<file path="config.mk">
export PLATFORM = sky130hd
export DESIGN_NAME = enigma_host_ctrl_flat
export DESIGN_NICKNAME = d
export VERILOG_FILES = /design/src/rtl/enigma_host_pkg.sv /design/src/rtl/enigma_host_ctrl_if.sv /design/src/rtl/enigma_rsp_fifo.sv /design/src/rtl/enigma_host_ctrl.sv /design/src/flat_wrapper.sv
export SDC_FILE = /design/constraint.sdc
export NUM_CORES = 1
export LEC_CHECK = 0
export CORE_MARGIN = 2
export CORE_UTILIZATION = 55
export CTS_CLUSTER_DIAMETER = 80
export DETAILED_ROUTE_END_ITERATION = 8
export PLACE_DENSITY = 0.8
export SLEW_MARGIN = 20
export SYNTH_ARGS = -nofsm -noshare
export SYNTH_HDL_FRONTEND = slang
export SYNTH_SLANG_ARGS = --single-unit
</file>
<file path="constraint.sdc">
create_clock -name clk -period 3.2 [get_ports clk]
set_clock_uncertainty 0.15 [all_clocks]
set_input_delay 0.48 -clock clk [delete_from_list [all_inputs] [get_ports clk]]
set_output_delay 0.48 -clock clk [all_outputs]
set_load 0.05 [all_outputs]
</file>
<file path="src/rtl/enigma_host_pkg.sv">
// enigma_host_pkg: shared state encoding and table selectors for the enigma host sequencer
package enigma_host_pkg;
    typedef enum logic [2:0] {S_IDLE, S_LOAD_P, S_LOAD_A, S_LOAD_B, S_GAP, S_RUN, S_DRAIN} state_t;
    localparam logic [1:0] TBL_PLUG = 2'd0;
    localparam logic [1:0] TBL_A = 2'd1;
    localparam logic [1:0] TBL_B = 2'd2;
    localparam logic [1:0] TBL_NONE = 2'd3;
    localparam int ROTOR_ENTRIES = 64;
endpackage

</file>
<file path="src/rtl/enigma_host_ctrl_if.sv">
// enigma_host_ctrl_if: symbol input stream and result output stream of the host sequencer
interface enigma_host_ctrl_if;
    logic       s_valid;
    logic       s_ready;
    logic [5:0] s_data;
    logic       m_valid;
    logic       m_ready;
    logic [5:0] m_data;
    modport master (output s_valid, s_data, m_ready, input s_ready, m_valid, m_data);
    modport slave  (input s_valid, s_data, m_ready, output s_ready, m_valid, m_data);
endinterface

</file>
<file path="src/rtl/enigma_rsp_fifo.sv">
// enigma_rsp_fifo: DEPTH x 6 synchronous result FIFO with occupancy count
module enigma_rsp_fifo #(
    parameter int DEPTH = 4
) (
    input  logic                         clk,
    input  logic                         rst_n,
    input  logic                         push,
    input  logic [5:0]                   din,
    input  logic                         pop,
    output logic [5:0]                   dout,
    output logic [$clog2(DEPTH+1)-1:0]   used,
    output logic                         empty
);
    localparam int AW = $clog2(DEPTH);
    localparam int CW = $clog2(DEPTH + 1);
    logic [5:0] mem [DEPTH];
    logic [AW-1:0] wp, rp;
    logic wr, rd, full;
    assign empty = used == '0;
    assign full = used == CW'(DEPTH);
    assign rd = pop && !empty;
    // a push into a full FIFO without a pop is a core protocol error and is dropped
    assign wr = push && (!full || rd);
    assign dout = mem[rp];
    always_ff @(posedge clk)
        if (wr) mem[wp] <= din;
    always_ff @(posedge clk or negedge rst_n)
        if (!rst_n) begin
            wp <= '0;
            rp <= '0;
            used <= '0;
        end else begin
            wp <= wp + AW'(wr);
            rp <= rp + AW'(rd);
            used <= used + CW'(wr) - CW'(rd);
        end
endmodule

</file>
<file path="src/rtl/enigma_host_ctrl.sv">
// enigma_host_ctrl: feeds rotor tables and text to the enigma core, buffers results with credit flow control.
// Define ENIGMA_PLUG_EN to load a 64-entry plugboard table before rotor A.
module enigma_host_ctrl
    import enigma_host_pkg::*;
#(
    parameter int LEN_W = 8,
    parameter int FIFO_DEPTH = 4,
    parameter int ENG_LAT = 1
) (
    input  logic             clk,
    input  logic             rst_n,
    input  logic             cfg_start,
    input  logic             cfg_mode,
    input  logic [LEN_W-1:0] cfg_len,
    enigma_host_ctrl_if.slave bus,
    output logic             load,
    output logic             encrypt,
    output logic [1:0]       table_idx,
    output logic             crypt_mode,
    output logic [5:0]       code_in,
    input  logic [5:0]       code_out,
    input  logic             code_valid,
    output logic             busy,
    output logic             done
);
    localparam int CW = $clog2(FIFO_DEPTH + 1);
    localparam logic [CW:0] CRED = (CW + 1)'(FIFO_DEPTH);
`ifdef ENIGMA_PLUG_EN
    localparam state_t FIRST = S_LOAD_P;
`else
    localparam state_t FIRST = S_LOAD_A;
`endif
    if (FIFO_DEPTH < ENG_LAT + 1) begin : g_depth_chk
        $error("FIFO_DEPTH too small to cover core latency");
    end
    state_t state, nxt_tbl;
    logic [LEN_W-1:0] len_q, txt_cnt;
    logic [5:0] ent_cnt;
    logic [CW-1:0] inflight, used;
    logic [1:0] tbl;
    logic empty, s_fire, issue, loading;
    assign loading = state == S_LOAD_P || state == S_LOAD_A || state == S_LOAD_B;
    assign s_fire = bus.s_valid && bus.s_ready;
    assign issue = s_fire && state == S_RUN;
    assign bus.m_valid = !empty;
    assign tbl = state == S_LOAD_P ? TBL_PLUG : state == S_LOAD_A ? TBL_A : TBL_B;
    assign nxt_tbl = state == S_LOAD_P ? S_LOAD_A : state == S_LOAD_A ? S_LOAD_B : S_GAP;
    // every symbol in flight or parked in the FIFO holds a credit, so the FIFO can never overflow
    always_comb
        bus.s_ready = state == S_RUN ? txt_cnt < len_q && {1'b0, used} + {1'b0, inflight} < CRED : loading;
    enigma_rsp_fifo #(.DEPTH(FIFO_DEPTH)) u_fifo (
        .clk(clk), .rst_n(rst_n), .push(code_valid), .din(code_out),
        .pop(bus.m_valid && bus.m_ready), .dout(bus.m_data), .used(used), .empty(empty)
    );
    always_ff @(posedge clk or negedge rst_n)
        if (!rst_n) begin
            state <= S_IDLE;
            len_q <= '0;
            txt_cnt <= '0;
            ent_cnt <= '0;
            inflight <= '0;
            load <= 1'b0;
            encrypt <= 1'b0;
            table_idx <= TBL_NONE;
            crypt_mode <= 1'b0;
            code_in <= '0;
            busy <= 1'b0;
            done <= 1'b0;
        end else begin
            load <= 1'b0;
            encrypt <= 1'b0;
            done <= 1'b0;
            inflight <= inflight + CW'(issue) - CW'(code_valid);
            if (s_fire) code_in <= bus.s_data;
            case (state)
                S_IDLE: if (cfg_start) begin
                    len_q <= cfg_len;
                    crypt_mode <= cfg_mode;
                    txt_cnt <= '0;
                    busy <= 1'b1;
                    state <= FIRST;
                end
                S_LOAD_P, S_LOAD_A, S_LOAD_B: if (s_fire) begin
                    load <= 1'b1;
                    table_idx <= tbl;
                    ent_cnt <= ent_cnt + 6'd1;
                    if (ent_cnt == 6'(ROTOR_ENTRIES - 1)) state <= nxt_tbl;
                end
                S_GAP: begin
                    table_idx <= TBL_NONE;
                    state <= len_q == '0 ? S_DRAIN : S_RUN;
                end
                S_RUN: if (s_fire) begin
                    encrypt <= 1'b1;
                    txt_cnt <= txt_cnt + LEN_W'(1);
                    if (txt_cnt + LEN_W'(1) == len_q) state <= S_DRAIN;
                end
                S_DRAIN: if (inflight == '0 && empty) begin
                    done <= 1'b1;
                    busy <= 1'b0;
                    state <= S_IDLE;
                end
                default: state <= S_IDLE;
            endcase
        end
endmodule

</file>
<file path="src/flat_wrapper.sv">
// flat-port wrapper written by rule: the top's interface ports become plain ports
module enigma_host_ctrl_flat import enigma_host_pkg::*;
#(
    parameter int LEN_W = 8,
    parameter int FIFO_DEPTH = 4,
    parameter int ENG_LAT = 1
)
  (clk, rst_n, cfg_start, cfg_mode, cfg_len, load, encrypt, table_idx, crypt_mode, code_in, code_out, code_valid, busy, done, bus_s_valid, bus_s_data, bus_m_ready, bus_s_ready, bus_m_valid, bus_m_data);
  enigma_host_ctrl_if bus_i ();
  input  logic clk;
  input  logic rst_n;
  input  logic cfg_start;
  input  logic cfg_mode;
  input  logic [LEN_W-1:0] cfg_len;
  output logic load;
  output logic encrypt;
  output logic [1:0] table_idx;
  output logic crypt_mode;
  output logic [5:0] code_in;
  input  logic [5:0] code_out;
  input  logic code_valid;
  output logic busy;
  output logic done;
  input wire logic [$bits(bus_i.s_valid)-1:0] bus_s_valid;
  input wire logic [$bits(bus_i.s_data)-1:0] bus_s_data;
  input wire logic [$bits(bus_i.m_ready)-1:0] bus_m_ready;
  output wire logic [$bits(bus_i.s_ready)-1:0] bus_s_ready;
  output wire logic [$bits(bus_i.m_valid)-1:0] bus_m_valid;
  output wire logic [$bits(bus_i.m_data)-1:0] bus_m_data;
  assign bus_i.s_valid = bus_s_valid;
  assign bus_i.s_data = bus_s_data;
  assign bus_i.m_ready = bus_m_ready;
  assign bus_s_ready = bus_i.s_ready;
  assign bus_m_valid = bus_i.m_valid;
  assign bus_m_data = bus_i.m_data;
  enigma_host_ctrl #(.LEN_W(LEN_W), .FIFO_DEPTH(FIFO_DEPTH), .ENG_LAT(ENG_LAT)) u_core (.clk(clk), .rst_n(rst_n), .cfg_start(cfg_start), .cfg_mode(cfg_mode), .cfg_len(cfg_len), .bus(bus_i), .load(load), .encrypt(encrypt), .table_idx(table_idx), .crypt_mode(crypt_mode), .code_in(code_in), .code_out(code_out), .code_valid(code_valid), .busy(busy), .done(done));
endmodule
</file>
Word level (Yosys, flattened, before mapping)

Memories as Yosys holds them, arrays and structs flattened.
Index checks and enable logic that the tools add are counted.

Bits in read-only memories: 0
RAM bits: 24
Input bits: 27
Register bits: 48
Word-level logic and storage cells: 96
Memories: 1
Output and inout bits: 21
Latch bits: 0

Shifts and indexed selects: 0
Multiplexer cells: 28
Add/sub/neg operators: 9
$lt $le $gt $ge: 2
Multipliers: 0
Div/mod/pow operators: 0
Equal/unequal tests: 15
Bitwise operators: 0
Reduce and logical (&&, ||, !) cells: 26

Memory list:

| name              | words | width | rd ports | clocked after memory_dff | write ports | RTL line              | source |
|---|---|---|---|---|---|---|---|
| u_core.u_fifo.mem | 4     | 6     | 1        | 0                        | 1           | enigma_rsp_fifo.sv:16 | `logic [5:0] mem [DEPTH];` |

Operators by type and width:

| operator              | number |
|---|---|
| $mux W3               | 8 |
| $mux W8               | 2 |
| $pmux W8 S2           | 1 |
| $pmux W3 S5           | 1 |
| $eq A3 B3 Y1 const B  | 4 |
| $mux W1               | 10 |
| $logic_not A3 Y1      | 3 |
| $add A8 B1 Y8 const B | 1 |
| $eq A8 B8 Y1          | 1 |
| $logic_not A8 Y1      | 1 |
| $lt A8 B8 Y1          | 1 |
| $mux W2               | 4 |
| $ne A2 B1 Y1 const B  | 4 |
| $logic_and A1 B1 Y1   | 7 |
| $add A3 B1 Y3         | 2 |
| $add A6 B1 Y6 const B | 1 |
| $eq A3 B2 Y1 const B  | 2 |
| $eq A6 B6 Y1 const B  | 1 |
| $reduce_and A2 Y1     | 3 |
| $reduce_and A3 Y1     | 2 |
| $reduce_and A6 Y1     | 1 |
| $reduce_bool A2 Y1    | 3 |
| $sub A3 B1 Y3         | 2 |
| $add A2 B1 Y2         | 2 |
| other kinds (9)       | 13 |

Depth between registers and ports, before layout

Gate-level depths: netlist (run 1).

Word-level depth: 8
Mapped depth: 12
Mapped depth without buffers: 11

Cells and area by module

Synthesis (run 1) repeated with hierarchy kept, for this count alone.

Cell total of the unflattened synthesis: 283
Area, all modules: 3533.4 µm²

Modules (own cells, without submodules):

| module           | cells an instance | instances | seq. area each (µm²) | area an instance (µm²) |
|---|---|---|---|---|
| enigma_host_ctrl | 223               | 1         | 1028.5               | 2283.4 |
| enigma_rsp_fifo  | 60                | 1         | 895.9                | 1249.9 |

Worst setup path after synthesis (run 1)

Ideal clock, no wire load.

Kind: reg2reg
Start point: register u_core.len_q[5]
End point: register u_core.inflight[2]
Stages on the path, launching flop included: 13
Period minus slack after synthesis: 2.813 ns
Arrival: 2.541 ns
Library setup time: 0.123 ns
Required time: 2.927 ns
Buffers on the path: 1
Setup slack: 0.387 ns
Cell sequence: dfrtp_1 inv_1 ha_1 a211oi_1 nor2_1 a311oi_2 and3_1 clkbuf_1 ha_1 inv_1 fa_1 xnor2_1 xnor2_1

Cells in the longest elaborated chain, start to end: 7

RTL lines:

| element                  | RTL line               | source |
|---|---|---|
| start: declaration       | enigma_host_ctrl.sv:37 | `logic [LEN_W-1:0] len_q, txt_cnt;` |
| start signal: assignment | enigma_host_ctrl.sv:77 | `len_q <= cfg_len;` |
| $lt A8 B8 Y1             | enigma_host_ctrl.sv:50 | `bus.s_ready = state == S_RUN ? txt_cnt < len_q && {1'b0, used} + {1'b0, inflight} < CRED : loading;` |
| $logic_and A1 B1 Y1      | enigma_host_ctrl.sv:50 |  |
| $mux W1                  | enigma_host_ctrl.sv:50 |  |
| $logic_and A1 B1 Y1      | enigma_host_ctrl.sv:43 | `assign s_fire = bus.s_valid && bus.s_ready;` |
| $logic_and A1 B1 Y1      | enigma_host_ctrl.sv:44 | `assign issue = s_fire && state == S_RUN;` |
| named net u_core.issue   | enigma_host_ctrl.sv:41 | `logic empty, s_fire, issue, loading;` |
| $add A3 B1 Y3            | enigma_host_ctrl.sv:73 | `inflight <= inflight + CW'(issue) - CW'(code_valid);` |
| $sub A3 B1 Y3            | enigma_host_ctrl.sv:73 |  |
| end signal: assignment   | enigma_host_ctrl.sv:73 |  |
| end: declaration         | enigma_host_ctrl.sv:39 | `logic [CW-1:0] inflight, used;` |

The timed path passes the listed nets, and every way through them passes these cells.
A chain may end at the register's enable or synchronous reset.

Worst setup path in the final report (run 1)

Start point: register u_core.txt_cnt[5]
End point: register u_core.inflight[2]

Cells in the longest elaborated chain, start to end: 7

RTL lines:

| element                  | RTL line               | source |
|---|---|---|
| start: declaration       | enigma_host_ctrl.sv:37 |  |
| start signal: assignment | enigma_host_ctrl.sv:95 | `txt_cnt <= txt_cnt + LEN_W'(1);` |
| $lt A8 B8 Y1             | enigma_host_ctrl.sv:50 |  |
| $logic_and A1 B1 Y1      | enigma_host_ctrl.sv:50 |  |
| $mux W1                  | enigma_host_ctrl.sv:50 |  |
| $logic_and A1 B1 Y1      | enigma_host_ctrl.sv:43 |  |
| $logic_and A1 B1 Y1      | enigma_host_ctrl.sv:44 |  |
| $add A3 B1 Y3            | enigma_host_ctrl.sv:73 |  |
| $sub A3 B1 Y3            | enigma_host_ctrl.sv:73 |  |

No other way between the ends.

==> flow_summary.toml, run 1 <==
[routing]
num_vias = 2594
drc_errors = 0
initialDrtViolationCount = 236
wirelength_um = 7350
drtAntennaViolNets = 0
wire_per_inst_um = 16.7
vias_per_cell = 5.91
first_pass_iters = 5

[sta]
period_minus_slack_ps = 2910
timing.final.crit_share_pct = 90.8
worstMarginPinSlew_ps = 636
fin_tns_setup_ps = 0
relSlewSlack_pct = 57.6
hold_viol = 17
finalSetupViolCount = 0
fmax_mhz = 344
slew_viol_final = 0
timing.hold.ws_ps = -21.0
rsz0062_at_grt = "false"

[clock_network]
clock-sinks = 72
clockRootBuffer = "clkbuf_8"
clk_path_buf_depth = 2
numCtsBuffers = 9
cts.hold.buffers_added = 0
post_cts_resize_count = 0
cts_tree = "yes"
clk_pin_slew_worst_paths_ps = 90
clkLatencyLatePin_ps = 360
cts_setup_buffers = 0
h-tree-depth = 3

[grt]
overflow = 0
use_met2_pct = 33.7
antenna_found_initial = 0
grtUsageTotal_pct = 22.1
grt_pass1_vias = 2555
top_usage_layer = "met2"
use_met3_pct = 7.59
grt_max_degree = 49
use_met1_pct = 30.3
grt_pass1_wl_um = 12300

[synth]
synth_area_um2 = 3610
synth_edf_count = 24
synth_top_area_share_pct = 31.9
ys_seq_elements = 72
yosysSeqAreaShare_pct = 53.3
ys.flop_type = "dfrtp_1"
synth_area_leader_cell = "dfrtp_1"
syn_nets = 354
ys_top_cells_by_count = "dfrtp_1 (46), nand2_1 (32), edfxtp_1 (24)"
synth.area.top_cells = "dfrtp_1 (32%), edfxtp_1 (20%), ha_1 (5.9%)"
synth_most_common_cell = "dfrtp_1"
syn_avg_cell_area_um2 = 11.7
syn-instance-count = 308
async_flop_share_pct = 66.7
synth.distinct_cells = 54
synth_warnings = 0

[die]
coreArea_um2 = 6350
die_x_um = 85.0
initial_core_util_pct = 56.8
ios = 48
die-height_um = 85.0
dieArea_um2 = 7220
std_cell_rows = 29

[final_layout]
instances_no_fill = 439
design_area_um2 = 4330
layout.nets = 403
area_delta_synth_final_pct = 20.0
drive_gt1_share_pct = 13.0
diodes = 0
fillers = 457

[placed_design]
hpwl_um = 5260
placed_cells_incl_taps = 423
place_congestion = 0.897
io_buffers = 47
placed_area_um2 = 4140

[critical_path]
startpoint_type = "register"
end_kind = "register"
critPathKind = "reg2reg"
critPathRequiredTime_ps = 3340
crit_path_max_fanout = 9
arrival_ps = 3050

[worst_hold_path]
holdCritPathClass = "in2async"

[run_status]
status = "complete, but fails checks"
violations = "hold timing"

[power_and_ir_drop]
p_leak_uw = 0.00180
power_density_nw_per_um2 = 950
p_total_uw = 4110
irDropWorstVdd_mv = 0.689

[run]
cap_violations = 0
[worst max-delay path: stages (launching register included)]
cell and delay [ps]:
dfrtp_1 490, ha_1 350, a211oi_1 240, nor2_1 80, a311oi_2 340, and3_1 240
ha_1 150, inv_1 50, fa_1 420, xnor2_1 190, xnor2_1 130
[registers in the layout, indices dropped and copies added, names as in the netlist]
| register | count |
|---|---|
| u_core.u_fifo.mem | 24 |
| u_core.len_q | 8 |
| u_core.txt_cnt | 8 |
| u_core.code_in | 6 |
| u_core.ent_cnt | 6 |
| u_core.inflight | 3 |
| u_core.state | 3 |
| u_core.u_fifo.used | 3 |
| u_core.table_idx | 2 |
| u_core.u_fifo.rp | 2 |
| u_core.u_fifo.wp | 2 |
| u_core.busy | 1 |
| u_core.crypt_mode | 1 |
| u_core.done | 1 |
| u_core.encrypt | 1 |
| u_core.load | 1 |
[layout make-up]
cell class                      instances  area [um2]  area share, %
Clock buffer                            9         124           2.86
Clock inverter                          7        63.8           1.47
Inverter                               22        82.6           1.91
Multi-Input combinational cell        200        1540           35.5
Sequential cell                        72        1920           44.5
Tap cell                               77        96.3           2.23
Timing Repair Buffer                   52         503           11.6
[logic make-up (layout without fill, tap and decap cells)]
group	Yosys count	count (layout)	share of synthesized area (%)
buffers and inverters	36	90	4.09
xor gates and xnor gates	17	17	4.13
and+or+nand+nor	90	90	12.9
AOI/OAI and AO/OA	52	52	9.92
adders and majority gates	19	19	7.01
muxes	22	22	8.60
DFF	72	72	53.3
[cell usage in the layout (no fill, tap or decap), types with 5 or more instances in the layout]
master and n:
mux2_2 9, nand4_1 8, ha_1 17, edfxtp_1 24, buf_4 7, nand2_1 32, o21ai_0 19, clkdlybuf4s50_1 45
xnor2_1 9, clkbuf_8 9, mux4_2 6, nor2_1 12, xor2_1 8, dfrtp_1 46, nand3_1 7, a21oi_1 5
inv_1 22
[final timing paths]
kind | startpoint | endpoint | slack (ps) | cells past startpoint
min in group clk | u_core.ent_cnt[4] | u_core.ent_cnt[4] | 340 | 1
min | rst_n | u_core.crypt_mode | -20 | 1
max reg2reg | u_core.txt_cnt[5] | u_core.inflight[2] | 290 | 10
max in group asynchronous | rst_n | u_core.busy | 2480 | 1
min reg2reg | u_core.ent_cnt[4] | u_core.ent_cnt[4] | 340 | 1
max | u_core.txt_cnt[5] | u_core.inflight[2] | 290 | 10
[power breakdown]
| part | internal (uW) | leakage, uW | total, uW | switching, uW |
|---|---|---|---|---|
| clock | 298 | 0.0000903 | 693 | 394 |
| sequential | 1280 | 0.000810 | 1620 | 348 |
| combinational | 764 | 0.000896 | 1800 | 1030 |
| total | 2340 | 0.00180 | 4110 | 1780 |
[layer usage]
metal	vias up	share of wire, %
li1	1220	-
met4	0	1.6
met1	1261	45
met2	99	47
met3	14	6.8
met5	-	0
[metrics by stage]
stage          setup WS (ps)  util, %
4_1_cts                  300     68.1
3_3_place_gp             447     65.2
2_1_floorplan            387        -
5_1_grt                  164     68.2
3_5_place_dp             339     65.2
6_report                 294     68.2
Power figures use the tool's default switching activity.
==> run 2, diff against run 1 <==
--- a/config.mk
+++ b/config.mk
@@ -5,6 +5,7 @@
 export SDC_FILE = /design/constraint.sdc
 export NUM_CORES = 1
 export LEC_CHECK = 0
+export ABC_AREA = 1
 export CORE_MARGIN = 2
 export CORE_UTILIZATION = 55
 export CTS_CLUSTER_DIAMETER = 80
==> run 2 against run 1 <==
  * Hold slack improved by 16 ps
  * Non-clock buffer count unchanged
  * Combinational power up 6%
  * Via count rose by 5.0%
  * Cell count grew 18%
  * Die area shrank 2.2%
  * Fmax fell by 5.9%
  * Total power decreased by 0.69%
  * Largest cell class unchanged
  * Flip-flop and latch count is the same
  * The flow still finishes with violations (hold timing)
  * Largest power group unchanged
  * Count of clock-buffer cells in the layout stayed put
  * Final area decreased by 0.66%
==> flow_summary.toml, run 2 <==
[synth]
ys.flop_type = "dfrtp_1"
yosys.area_share.xor_xnor_pct = 2.73
syn_avg_cell_area_um2 = 9.32
yosysSeqAreaShare_pct = 54.6
synth.area.top_cells = "dfrtp_1 (33%), edfxtp_1 (20%), nand2_1 (8.4%)"
synth_compound_area_share_pct = 7.85
synth.area.mux_share_pct = 0.319
synth_top_area_share_pct = 32.7
synth_most_common_cell = "nand2_1"
ys_seq_elements = 72
syn-instance-count = 378
synth_fa_ha_area_share_pct = 7.17
synth_area_leader_cell = "dfrtp_1"
synth_edf_count = 24
synth_warnings = 0
synth_top_family_by_area = "simple AND/OR/NAND/NOR gates"
synth.distinct_cells = 31
synth_area_um2 = 3520
syn_nets = 424
ys_top_cells_by_count = "nand2_1 (79), dfrtp_1 (46), inv_1 (46)"
synthSimpleGateAreaFrac_pct = 21.7
async_flop_share_pct = 66.7

[critical_path]
end_kind = "primary output"
arrival_ps = 2460
critPathRequiredTime_ps = 2570
critPathKind = "reg2out"
crit_path_max_fanout = 14
r2r_setup_slack_ps = 710
startpoint_type = "register"

[sta]
timing.final.crit_share_pct = 96.5
fin_tns_setup_ps = 0
rsz0062_at_grt = "false"
fmax_mhz = 324
hold_viol = 19
relSlewSlack_pct = 59.0
period_minus_slack_ps = 3090
timing.hold.ws_ps = -4.56
worstMarginPinSlew_ps = 615
finalSetupViolCount = 0
slew_viol_final = 0

[clock_network]
cts_tree = "yes"
numCtsBuffers = 9
h-tree-depth = 3
clkLatencyLatePin_ps = 350
clk_pin_slew_worst_paths_ps = 80
clock-sinks = 72
clockRootBuffer = "clkbuf_8"
cts.hold.buffers_added = 0
clk_path_buf_depth = 2

[placed_design]
place_congestion = 0.928
hpwl_um = 5080
io_buffers = 47

[routing]
vias_per_cell = 5.25
initialDrtViolationCount = 138
first_pass_iters = 4
drc_errors = 0
num_vias = 2723
wire_per_inst_um = 14.0
wirelength_um = 7240
drtAntennaViolNets = 0

[die]
ios = 48
die-height_um = 84.1
die_x_um = 84.1
std_cell_rows = 29
dieArea_um2 = 7060
initial_core_util_pct = 56.1
coreArea_um2 = 6280

[run_status]
violations = "hold timing"
status = "complete, but fails checks"

[grt]
overflow = 0
grtUsageTotal_pct = 21.9
use_met1_pct = 28.5
grt_pass1_vias = 2679
grt_max_degree = 49
use_met3_pct = 6.03
antenna_found_initial = 0
top_usage_layer = "met2"
use_met2_pct = 34.0
grt_pass1_wl_um = 12100

[power_and_ir_drop]
p_leak_uw = 0.00192
irDropWorstVdd_mv = 0.740
p_total_uw = 4090
power_density_nw_per_um2 = 950

[final_layout]
top_register = "u_core.u_fifo.mem"
layout.nets = 483
fillers = 486
diodes = 0
finish.utilization_pct = 68.5
layout_common_cells = "nand2_1 (79), inv_1 (46), dfrtp_1 (46), clkdlybuf4s50_1 (45), nor2_1 (41)"
area_delta_synth_final_pct = 22.0
reg_top3 = "u_core.u_fifo.mem: 24 flops, u_core.len_q: 8 flops, u_core.txt_cnt: 8 flops"
final_common_cell = "nand2_1"
drive_gt1_share_pct = 9.50
largest_reg_flops = 24

[worst_hold_path]
holdCritPathClass = "in2async"

[run]
cap_violations = 0
run 2: changes by cell type after synthesis, moves of 8 or more:
cell | before | now
nand2_1 | 32 | 79
inv_1 | 22 | 46
nand3_1 | 7 | 26
nor2_1 | 12 | 41
mux2_2 | 9 | 1
a21oi_1 | 5 | 13
o22ai_1 | 2 | 10
run 2: final cells by class:
class	instances	area [um2]	area share (%)
clock buffer	9	124	2.88
clock inverter	7	63.8	1.48
inverter	49	184	4.28
multi-input combinational	253	1400	32.6
sequential	72	1920	44.7
tap	77	96.3	2.24
timing repair buffer	52	508	11.8
run 2: stage by stage:
| stage | cells | cell area, um2 | setup slack (ps) | hold slack (ps) |
|---|---|---|---|---|
| detailed placement | 503 | 4110 | 420 | 320 |
| floorplan | 378 | 3520 | 812 | 34.4 |
| global placement | 503 | 4110 | 487 | 318 |
| global route | 519 | 4300 | 3.19 | 28.6 |
| CTS | 519 | 4300 | 22.0 | 208 |
| finish | 519 | 4300 | 112 | -4.56 |
run 2: metal layers:
layer | share of wire (%) | vias to the layer above
met4 | 2.5 | 0
met3 | 5.5 | 21
met1 | 46 | 1260
li1 | - | 1361
met5 | 0 | -
met2 | 46 | 81
run 2: cells by family after synthesis:
logic type               after synthesis
XOR/XNOR                              11
multiplexers                           1
AO/OA/AOI/OAI                         50
buffers and inverters                 53
flip-flops                            72
AND/OR/NAND/NOR                      172
adder cells (fa/ha/maj)               19
run 2: power breakdown:
| group | internal [uW] | switching (uW) | total, uW |
|---|---|---|---|
| sequential | 1270 | 227 | 1490 |
| clock | 299 | 386 | 684 |
| combinational | 660 | 1250 | 1910 |
run 2: worst paths after layout:
path | from | end | depth (start not counted)
setup / recovery | u_core.u_fifo.rp[0] | bus_m_data[3] | 4
hold / removal | rst_n | u_core.txt_cnt[5] | 1
setup reg to reg | u_core.len_q[6] | u_core.inflight[1] | 13
hold reg to reg | u_core.code_in[4] | u_core.code_in[4] | 2
max in group asynchronous | rst_n | u_core.load | 1
min in group clk | u_core.code_in[4] | u_core.code_in[4] | 2
run 2: critical path, stage by stage, from the launching register on:
cell	delay, ps
dfrtp_1	540
inv_1	350
o21ai_0	170
o22ai_1	180
clkdlybuf4s50_1	860
run 2: repair_timing:
| action | CTS | global route |
|---|---|---|
| hold endpoints to repair | 0 | 0 |
| endpoints found under the setup margin | 0 | 1 |
| resized for setup | 0 | 1 |
| buffers inserted | 0 | 0 |
==> run 3, diff against run 2 <==
--- a/config.mk
+++ b/config.mk
@@ -8,8 +8,8 @@
 export ABC_AREA = 1
 export CORE_MARGIN = 2
 export CORE_UTILIZATION = 55
-export CTS_CLUSTER_DIAMETER = 80
 export DETAILED_ROUTE_END_ITERATION = 8
+export GPL_ROUTABILITY_DRIVEN = 0
 export PLACE_DENSITY = 0.8
 export SLEW_MARGIN = 20
 export SYNTH_ARGS = -nofsm -noshare
==> constraint.sdc (replaced) <==
create_clock -name clk -period 3.2 [get_ports clk]
set_clock_uncertainty 0.15 [all_clocks]
set_input_delay 0.32 -clock clk [delete_from_list [all_inputs] [get_ports clk]]
set_output_delay 0.32 -clock clk [all_outputs]
set_load 0.05 [all_outputs]
==> run 3 against run 2 <==
  * The run now ends clean
  * Via count increased by 0.95%
  * Utilization increased by 0.34 points
  * Count of clock-buffer cells in the layout is the same
  * Combinational power about the same
  * Clock power is 8.2% higher
  * Cell count increased by 0.19%
  * Critical path type unchanged
  * Global-route usage is 0.21 points higher
  * Highest routed layer unchanged
  * Register-to-register slack hardly changed
==> flow_summary.toml, run 3 (synthesis gave the netlist of run 2 again) <==
[clock_network]
clkLatencyLatePin_ps = 350
clk_pin_slew_worst_paths_ps = 80
numCtsBuffers = 9
cts_tree = "yes"
cts_setup_buffers = 0
clk_path_buf_depth = 2
clockRootBuffer = "clkbuf_8"
h-tree-depth = 3
post_cts_resize_count = 0
clock-sinks = 72

[grt]
grt_pass1_vias = 2660
antenna_found_initial = 0
overflow = 0
grt_pass1_wl_um = 12200
grtUsageTotal_pct = 22.1
grt_max_degree = 49

[final_layout]
seq_area_um2 = 1920
top_register = "u_core.u_fifo.mem"
final_common_cell = "nand2_1"
multi_input_area_um2 = 1400
design_area_um2 = 4320
diodes = 0
area_delta_synth_final_pct = 22.6
fillers = 490
largest_reg_flops = 24
drive_gt1_share_pct = 9.48
layout_common_cells = "nand2_1 (79), inv_1 (46), clkdlybuf4s50_1 (46), dfrtp_1 (46), nor2_1 (41)"
reg_top3 = "u_core.u_fifo.mem: 24 flops, u_core.len_q: 8 flops, u_core.txt_cnt: 8 flops"
layout.nets = 484

[sta]
timing.hold.ws_ps = 337
fin_ws_ps = 221
hold_viol = 0
timing.final.crit_share_pct = 93.1
period_minus_slack_ps = 2980
finalSetupViolCount = 0
worstMarginPinSlew_ps = 613
fmax_mhz = 336
rsz0062_at_grt = "false"
fin_tns_setup_ps = 0
relSlewSlack_pct = 59.1
slew_viol_final = 0

[placed_design]
io_buffers = 47
hpwl_um = 5050
place_ws_ps = 602
placed_area_um2 = 4110

[run]
cap_violations = 0

[critical_path]
critPathKind = "reg2out"
r2r_start = "u_core.len_q[6]"
r2r_cells = 13
critPathRequiredTime_ps = 2730
crit_end = "bus_s_ready"
startpoint_type = "register"
crit_path_start = "u_core.len_q[6]"
crit_path_max_fanout = 4
arrival_ps = 2510
end_kind = "primary output"
timing.rr.end = "u_core.inflight[1]"
r2r_setup_slack_ps = 720

[power_and_ir_drop]
power_density_nw_per_um2 = 958
p_leak_uw = 0.00193
irDropWorstVdd_mv = 0.688

[die]
die-height_um = 84.1
ios = 48
die_x_um = 84.1
dieArea_um2 = 7060
initial_core_util_pct = 56.1
coreArea_um2 = 6280
std_cell_rows = 29

[routing]
vias_per_cell = 5.29
drc_errors = 0
num_vias = 2749
wirelength_um = 7180
wire_per_inst_um = 13.8
initialDrtViolationCount = 111
drtAntennaViolNets = 0
first_pass_iters = 4

[worst_hold_path]
holdCritPathClass = "reg2reg"

[run_status]
status = "complete, no violations"
## run 3: how the worst min path moves through the flow
| stage | to | slack [ps] | depth (start not counted) | from |
|---|---|---|---|---|
| 2_1_floorplan | u_core.busy | -130 | 0 | rst_n |
| 3_3_place_gp | u_core.ent_cnt[5] | 320 | 1 | u_core.ent_cnt[5] |
| 3_5_place_dp | u_core.code_in[4] | 320 | 2 | u_core.code_in[4] |
| 4_1_cts | u_core.len_q[6] | 50 | 1 | rst_n |
| 5_1_grt | u_core.code_in[4] | 370 | 3 | bus_s_data[4] |
| 6_report | u_core.code_in[4] | 340 | 2 | u_core.code_in[4] |
## run 3: final cells by class
type	count	share of cell area, %
flip-flops and latches	72	44.5
repair buffers	53	11.9
clock inverters	7	1.80
inverters	49	4.26
multi-input cells	253	32.4
well taps	77	2.23
clock buffers	9	2.87
## run 3: through the flow
stage | total power (uW) | utilization [%] | instances
final | 4140 | 68.8 | 520
after global routing | 4440 | 68.8 | 520
after CTS | 4160 | 68.6 | 519
after detailed placement | 3400 | 65.4 | 503
after global placement | 3340 | 65.4 | 503
after floorplan | 2810 | - | 378
## run 3: critical path: stages, from the launching register on
cell and delay (ps):
dfrtp_1 390, inv_1 130, ha_1 250, nand2_1 80
inv_1 50, nand2_1 60, nand3_2 90, nor2_4 130
nand2_4 80, nand2_2 70, clkdlybuf4s50_1 810
## run 3: where the power goes
group | switching (uW) | leakage, uW | internal, uW
logic | 1240 | 0.00102 | 662
registers | 228 | 0.000801 | 1270
clock network | 371 | 0.000102 | 369
total | 1840 | 0.00193 | 2300
## run 3: timing repair
action / CTS / global route
hold endpoints to repair: 0 / 46
hold buffers: 0 / 1
setup endpoints to repair: 0 / 0
## run 3: metal layers
layer / global-route usage [%] / share of wire, % / vias up
met5: 0 / 0 / -
met4: 9.68 / 2.0 / 0
met3: 5.24 / 5.2 / 14
met2: 35.4 / 47 / 91
met1: 28.7 / 45 / 1288
li1: - / - / 1356
